**src/rtl/count_pkg.sv**
```systemverilog
// +----------------------------------------------------------------------------+
// | count_pkg : shared direction/mode enums and widths for count_mod_updown    |
// | Rev 1.0                                                                    |
// +----------------------------------------------------------------------------+
`default_nettype none

package count_pkg;

    typedef enum logic {CNT_DOWN = 1'b0, CNT_UP = 1'b1} cnt_dir_e;
    typedef enum logic {CNT_WRAP = 1'b0, CNT_SAT = 1'b1} cnt_mode_e;

    localparam int WRAPCNT_W = 8;

endpackage

`default_nettype wire

```
**src/rtl/count_next_calc.sv**
```systemverilog
// +----------------------------------------------------------------------------+
// | count_next_calc : combinational next count and boundary-hit for one step   |
// | Rev 1.0                                                                    |
// +----------------------------------------------------------------------------+
`default_nettype none

module count_next_calc
    import count_pkg::*;
#(
    parameter int              WIDTH   = 8,
    parameter logic [WIDTH-1:0] MOD_MAX = {WIDTH{1'b1}}
) (
    input  logic [WIDTH-1:0] cur,
    input  cnt_dir_e         dir,
    input  cnt_mode_e        mode,
    output logic [WIDTH-1:0] nxt,
    output logic             hit
);

    localparam logic [WIDTH:0] C_ONE     = {{WIDTH{1'b0}}, 1'b1};
    localparam logic [WIDTH:0] C_MAX_EXT = {1'b0, MOD_MAX};

    logic [WIDTH:0] inc_ext;
    logic [WIDTH:0] dec_ext;

    // One extra bit: an increment past MOD_MAX or a borrow below zero shows up
    // there instead of aliasing back into the visible count.
    always_comb begin
        inc_ext = {1'b0, cur} + C_ONE;
        dec_ext = {1'b0, cur} - C_ONE;
        hit     = 1'b0;
        nxt     = cur;
        if (dir == CNT_UP) begin
            hit = (inc_ext > C_MAX_EXT);
            if (hit) begin
                nxt = (mode == CNT_SAT) ? MOD_MAX : '0;
            end else begin
                nxt = inc_ext[WIDTH-1:0];
            end
        end else begin
            hit = dec_ext[WIDTH];
            if (hit) begin
                nxt = (mode == CNT_SAT) ? '0 : MOD_MAX;
            end else begin
                nxt = dec_ext[WIDTH-1:0];
            end
        end
    end

endmodule

`default_nettype wire

```
**src/rtl/count_mod_updown.sv**
```systemverilog
// +----------------------------------------------------------------------------+
// | count_mod_updown : modulo up/down counter, load, wrap/saturate, tc pulse   |
// | Optional macro COUNT_WRAPCNT_EN adds the saturating wrap_cnt output.       |
// | Rev 1.0                                                                    |
// +----------------------------------------------------------------------------+
`default_nettype none

module count_mod_updown
    import count_pkg::*;
#(
    parameter int               WIDTH   = 8,
    parameter logic [WIDTH-1:0] MOD_MAX = {WIDTH{1'b1}}
) (
    input  logic                 clk,
    input  logic                 rst,
    input  logic                 en,
    input  logic                 up_down,
    input  logic                 load,
    input  logic [WIDTH-1:0]     cin,
    input  logic                 sat_mode,
    output logic [WIDTH-1:0]     cout,
    output logic                 at_max,
    output logic                 at_zero,
    output logic                 tc
`ifdef COUNT_WRAPCNT_EN
    ,
    output logic [WRAPCNT_W-1:0] wrap_cnt
`endif
);

    logic [WIDTH-1:0] cout_d, cout_q;
    logic             tc_d, tc_q;
    logic [WIDTH-1:0] step_nxt;
    logic             step_hit;
    logic [WIDTH-1:0] load_val;
    cnt_dir_e         dir;
    cnt_mode_e        mode;

    assign dir  = cnt_dir_e'(up_down);
    assign mode = cnt_mode_e'(sat_mode);

    count_next_calc #(
        .WIDTH   (WIDTH),
        .MOD_MAX (MOD_MAX)
    ) u_next (
        .cur  (cout_q),
        .dir  (dir),
        .mode (mode),
        .nxt  (step_nxt),
        .hit  (step_hit)
    );

    assign load_val = (cin > MOD_MAX) ? MOD_MAX : cin;

    always_comb begin
        cout_d = cout_q;
        tc_d   = 1'b0;
        if (load) begin
            cout_d = load_val;
        end else if (en) begin
            cout_d = step_nxt;
            tc_d   = step_hit;
        end
    end

    always_ff @(posedge clk or negedge rst) begin
        if (!rst) begin
            cout_q <= '0;
            tc_q   <= 1'b0;
        end else begin
            cout_q <= cout_d;
            tc_q   <= tc_d;
        end
    end

    assign cout    = cout_q;
    assign tc      = tc_q;
    assign at_max  = (cout_q == MOD_MAX);
    assign at_zero = (cout_q == '0);

`ifdef COUNT_WRAPCNT_EN
    logic [WRAPCNT_W-1:0] wrap_cnt_d, wrap_cnt_q;

    always_comb begin
        wrap_cnt_d = wrap_cnt_q;
        if (load) begin
            wrap_cnt_d = '0;
        end else if (tc_d && (wrap_cnt_q != {WRAPCNT_W{1'b1}})) begin
            wrap_cnt_d = wrap_cnt_q + 1'b1;
        end
    end

    always_ff @(posedge clk or negedge rst) begin
        if (!rst) begin
            wrap_cnt_q <= '0;
        end else begin
            wrap_cnt_q <= wrap_cnt_d;
        end
    end

    assign wrap_cnt = wrap_cnt_q;
`endif

endmodule

`default_nettype wire

```
**config.mk**
```make
export PLATFORM = sky130hd
export DESIGN_NAME = count_mod_updown
export DESIGN_NICKNAME = d
export VERILOG_FILES = /design/src/rtl/count_pkg.sv /design/src/rtl/count_next_calc.sv /design/src/rtl/count_mod_updown.sv
export SDC_FILE = /design/constraint.sdc
export NUM_CORES = 1
export LEC_CHECK = 0
export BUFFER_PORTS_ARGS = -buffer_cell sky130_fd_sc_hd__clkbuf_2
export CAP_MARGIN = 20
export CELL_PAD_IN_SITES_DETAIL_PLACEMENT = 0
export CELL_PAD_IN_SITES_GLOBAL_PLACEMENT = 1
export CORE_ASPECT_RATIO = 1.75
export CORE_MARGIN = 4
export CORE_UTILIZATION = 38
export CTS_CLUSTER_DIAMETER = 120
export DETAILED_ROUTE_END_ITERATION = 10
export PLACE_DENSITY = 0.85
export SLEW_MARGIN = 10
export SYNTH_ARGS = -nofsm -noshare
export SYNTH_HDL_FRONTEND = slang
export SYNTH_SLANG_ARGS = --single-unit
```
**constraint.sdc**
```tcl
create_clock -name clk -period 3.7 [get_ports clk]
set_clock_uncertainty 0.15 [all_clocks]
set_input_delay 0.37 -clock clk [delete_from_list [all_inputs] [get_ports clk]]
set_output_delay 0.37 -clock clk [all_outputs]
set_load 0.02 [all_outputs]
```
Word-level counts from Yosys, hierarchy flattened
Cells that the tools add are included.
Storage, ports and cells
  register bits: 9
  input port bits: 14
  output and inout bits: 11
  word-level logic and storage cells: 20
Operators by class
  add/sub/neg operators: 2
  magnitude comparators: 2
  eq/ne operators: 1
  muxes and demuxes: 11
  reductions and logical operators: 2
Operator list (number)
  2-to-1 mux 8 bit: 8
  adder 8 x 1 -> 9 bit (second input constant): 1
  greater-than comparator 9 x 8 -> 1 bit (second input constant): 1
  subtractor 8 x 1 -> 9 bit (second input constant): 1
  == test 8 bit (second input constant): 1
  greater-than comparator 8 bit (second input constant): 1
  zero test 8 bit: 1
  2-to-1 mux 1 bit: 3
  nonzero test 2 bit: 1

Logic depth before layout (Yosys ltp)
  depth in word-level cells: 6
  mapped depth: 9
  mapped depth without buffers: 8

By module
From an unflattened synthesis, not the netlist that was laid out.
Second synthesis, totals
  cell total of the unflattened synthesis: 132
  area, all modules: 1022.2 um^2
By module, submodules not included
  count_next_calc: times used 1, cells an instance 89, area each 594.3 um^2, seq. area each 0.0 um^2
  count_mod_updown: times used 1, cells an instance 43, area each 427.9 um^2, seq. area each 225.2 um^2

Least setup slack after synthesis
OpenSTA, ideal clock, no wires.
  path kind: flip-flop to flip-flop
  from: reg cout_q[0] (netlist: cout[0])
  to: reg cout_q[0] (netlist: cout[0])
  setup time: 0.065 ns
  data arrival time: 2.590 ns
  slack: 0.895 ns
  cell stages (with the launch flop): 10
  path buffers: 1
  period minus slack after synthesis: 2.805 ns
  path through: dfrtp_1 buf_2 inv_1 ha_1 or2b_1 a2111o_1 a211oi_4 a31oi_4 a311o_1 nand2_1
Between the ends
  word-level cells in the longest chain between the ends: 6
  elaborated cells on any way between the ends: 8
Ends and longest elaborated chain
  start: declaration: RTL line count_mod_updown.sv:31  | logic [WIDTH-1:0] cout_d, cout_q;
  start signal: assignment: RTL line count_mod_updown.sv:71  | cout_q <= cout_d;
  adder 8 x 1 -> 9 bit: RTL line count_next_calc.sv:29  | inc_ext = {1'b0, cur} + C_ONE;
  greater-than comparator 9 x 8 -> 1 bit: RTL line count_next_calc.sv:34  | hit = (inc_ext > C_MAX_EXT);
  2-to-1 mux 8 bit: RTL line count_next_calc.sv:35  | if (hit) begin
  2-to-1 mux 8 bit *: RTL line count_next_calc.sv:33  | if (dir == CNT_UP) begin
  2-to-1 mux 8 bit *: RTL line count_mod_updown.sv:60  | end else if (en) begin
  2-to-1 mux 8 bit *: RTL line count_mod_updown.sv:58  | if (load) begin
Mark *: on every way between the ends. The rest lies on a longest branch, timed or not. The select of a mux whose other input is x is not followed.
A chain may end at the register's enable or synchronous reset.

Final worst setup path
Same ends and word-level chain as after synthesis.

==> impl_results.md <==
- Outcome: completed
- Die Height: 75.6 microns
- R2R setup slack: 0.79 ns
- Critical path's top delay family: compound AO/OA/AOI/OAI gates
- Mapped Nets: 142
- CP required: 3.72 ns
- F_max: 344 MHz
- Commonest register cell after synthesis: dfrtp_1
- Crit path capture: cout[0]
- RR Endpoint: cout[0]
- Register area share after synthesis: 22.7%
- Core Area: 0.00249 sq mm
- Placed inst area: 0.00109 sq mm
- Ports: 25
- CTS tree: yes
- First-pass GRT wire length: 4.49 mm
- Final setup fails: 0
- Synth Area per Inst: 8.00 sq um
- Post-synthesis cell count: 124
- Final-layout fill cell count: 264
- RSZ-0062 raised after global routing: false
- Place WS: 0.807 ns
- CP Depth: 8
- Clock transition at path regs: 0.04 ns
- Power Density: 334 mW/mm^2
- CTS Buf Count: 3
- Detailed-route wire length per cell: 16.4 microns
- Final TNS setup: 0 ns
- Final Cell Area: 0.00114 sq mm
- GR Overflow Total: 0
- Number of synthesized flops with an enable pin: 0
- Hpwl dp: 2.16 mm
- Critical path buffers and inverters: 1
- Syn-to-layout area delta: 15.3%
- Vias: 1085
- # port buffers: 24
- Max-cap viol count: 0
- Critical path launch point type: flip-flop
- Share of layout cells above drive strength 1: 23.9%
- Worst r2r src: cout[0]
- Clk buf depth: 2
- Worst path arrival time: 2.93 ns
- Crit path from: cout[0]
- Worst-Skew Late Latency: 0.22 ns
- Vias in the first global route: 1001
- Routed WL: 2.75 mm
- Tot GR Track Use: 16.9%
- R2r worst-path depth: 8
- DIE WIDTH: 46.6 microns
- Final period util: 78.7%
- Endpoint class of the critical path: flip-flop
- Commonest cells in the netlist: nor2_1, nand2_1, dfrtp_1
- Final critical-path required period: 2.91 ns
- Pleak: 0.468 nW
- H-tree levels: 1
- Synth warn: 0
- Async S/R FF share, synth: 100%
- Slew @ Worst Pin: 0.566 ns
- FP Rows: 24
- Root Buffer: clkbuf_8
- Cells along the critical path: inv_1 > ha_1 > or2b_1 > a2111o_1 > a211oi_4 > a31oi_4 > a311o_1 > nand2_1
- DRC viols: 0
- Initial Util: 39.8%
- Worst-path fanout max: 11
- NumNets Final: 161
- Initial antenna violation count: 0
- Final Hold Viols: 0
- Synth Cell Area: 992 sq um
- Relative slew slack: 61.7%
- Distinct cells, synth: 50
- Synth area leader: dfrtp_1
- Routed Antenna Nets: 0
- DRT Pass-1 Iters: 5
- Post-synth top area share: 22.7%
- Initial DRC Count: 59
- CP max stage cell: dfrtp_1
- Die Area: 0.00352 sq mm
- DR vias/cell: 6.46
- Synth area leaders: dfrtp_1, ha_1, nor2_1, nand2_1, or3_1
- CP peak stage delay: 0.50 ns
- Slew Limit Fails: 0
- Pin count of the biggest net entering global routing: 17
- Power, Total: 0.382 mW
- Clk sinks: 9
- Synth Register Bits: 9
- Post-CTS setup buffer count: 0
- Ant diodes: 0
- Worst VDD drop: 0.209 mV
- Hold Crit Class: in -> reg
- Top-count cell post-synth: nor2_1
- Post_cts resized: 0
- Gp weighted congestion: 0.862
- Crit Path Class: reg -> reg
- Final setup margin: 0.789 ns
[kinds of logic (layout without fill, tap and decap cells)]
group	count (synthesis)	in the layout	share of synthesized area (%)
AND/OR/NAND/NOR	52	52	28.6
XOR/XNOR	4	4	3.53
multiplexers	2	2	2.14
flip-flops	9	9	22.7
adder cells (fa/ha/maj)	4	4	5.04
buffers and inverters	14	32	6.81
AO/OA/AOI/OAI	39	39	31.1
[cell usage in the layout, fill, tap and decap left out, types with 2 or more instances in the layout]
cell type and instances:
dfrtp_1 9, a21o_1 2, nor3_1 2, nor2_1 12
nand2_1 10, or3_1 6, nand4_1 3, nand3_1 7
o211ai_1 3, a311o_1 2, nor4_2 2, xor2_1 3
clkbuf_2 24, a21oi_1 7, inv_1 3, ha_1 4
clkbuf_8 3, o21ai_0 5, and3_1 2, o32a_1 2
o21ai_1 3
[where the power goes]
part,internal (mW),switching [mW]
logic,0.0549,0.0743
registers,0.109,0.0352
clock network,0.0747,0.0347
total,0.238,0.144
[through the flow]
stage / utilization, % / hold slack, ns / cells
CTS: 45.9 / 0.190 / 168
floorplan: - / -0.0756 / 124
finish: 45.9 / 0.189 / 168
detailed placement: 43.7 / 0.0863 / 163
global route: 45.9 / 0.206 / 168
global placement: 43.7 / 0.0846 / 163
[area by class of cell]
cell class,instances,area [sq um],share of cell area [%]
inverters,3,11.3,0.985
flip-flops and latches,9,225,19.7
multi-input cells,101,699,61.2
clock buffers,4,45.0,3.94
repair buffers,25,130,11.4
well taps,26,32.5,2.84
[registers in the layout, summed over array words and instances (netlist names)]
signal / count
cout: 8
tc: 1
[routing by layer]
metal	track usage, %	wire [microns]
met2	31.9	1500
met4	7.38	112
met5	0	0
met1	17.7	1000
met3	2.13	141
[worst reg2reg max path, cell delays in order, from the launching register on]
cell and delay (ns):
dfrtp_1 0.50, inv_1 0.16, ha_1 0.33, or2b_1 0.23, a2111o_1 0.45, a211oi_4 0.43, a31oi_4 0.19, a311o_1 0.35
nand2_1 0.06
[repair_timing]
action,in CTS,in global routing
setup endpoints to repair,0,0
hold buffers,1,0
endpoints found under the hold margin,9,0
[worst min path at each step]
| stage | startpoint | end | slack [ns] | cells after the start |
|---|---|---|---|---|
| finish | cin[0] | cout[0] | 0.19 | 3 |
| global route | cin[0] | cout[0] | 0.21 | 3 |
| CTS | cin[0] | cout[0] | 0.19 | 3 |
| detailed placement | rst | cout[6] | 0.09 | 1 |
| global placement | rst | cout[5] | 0.08 | 1 |
| floorplan | rst | cout[0] | -0.08 | 0 |
Note: power is estimated with default switching activity, not from simulation.
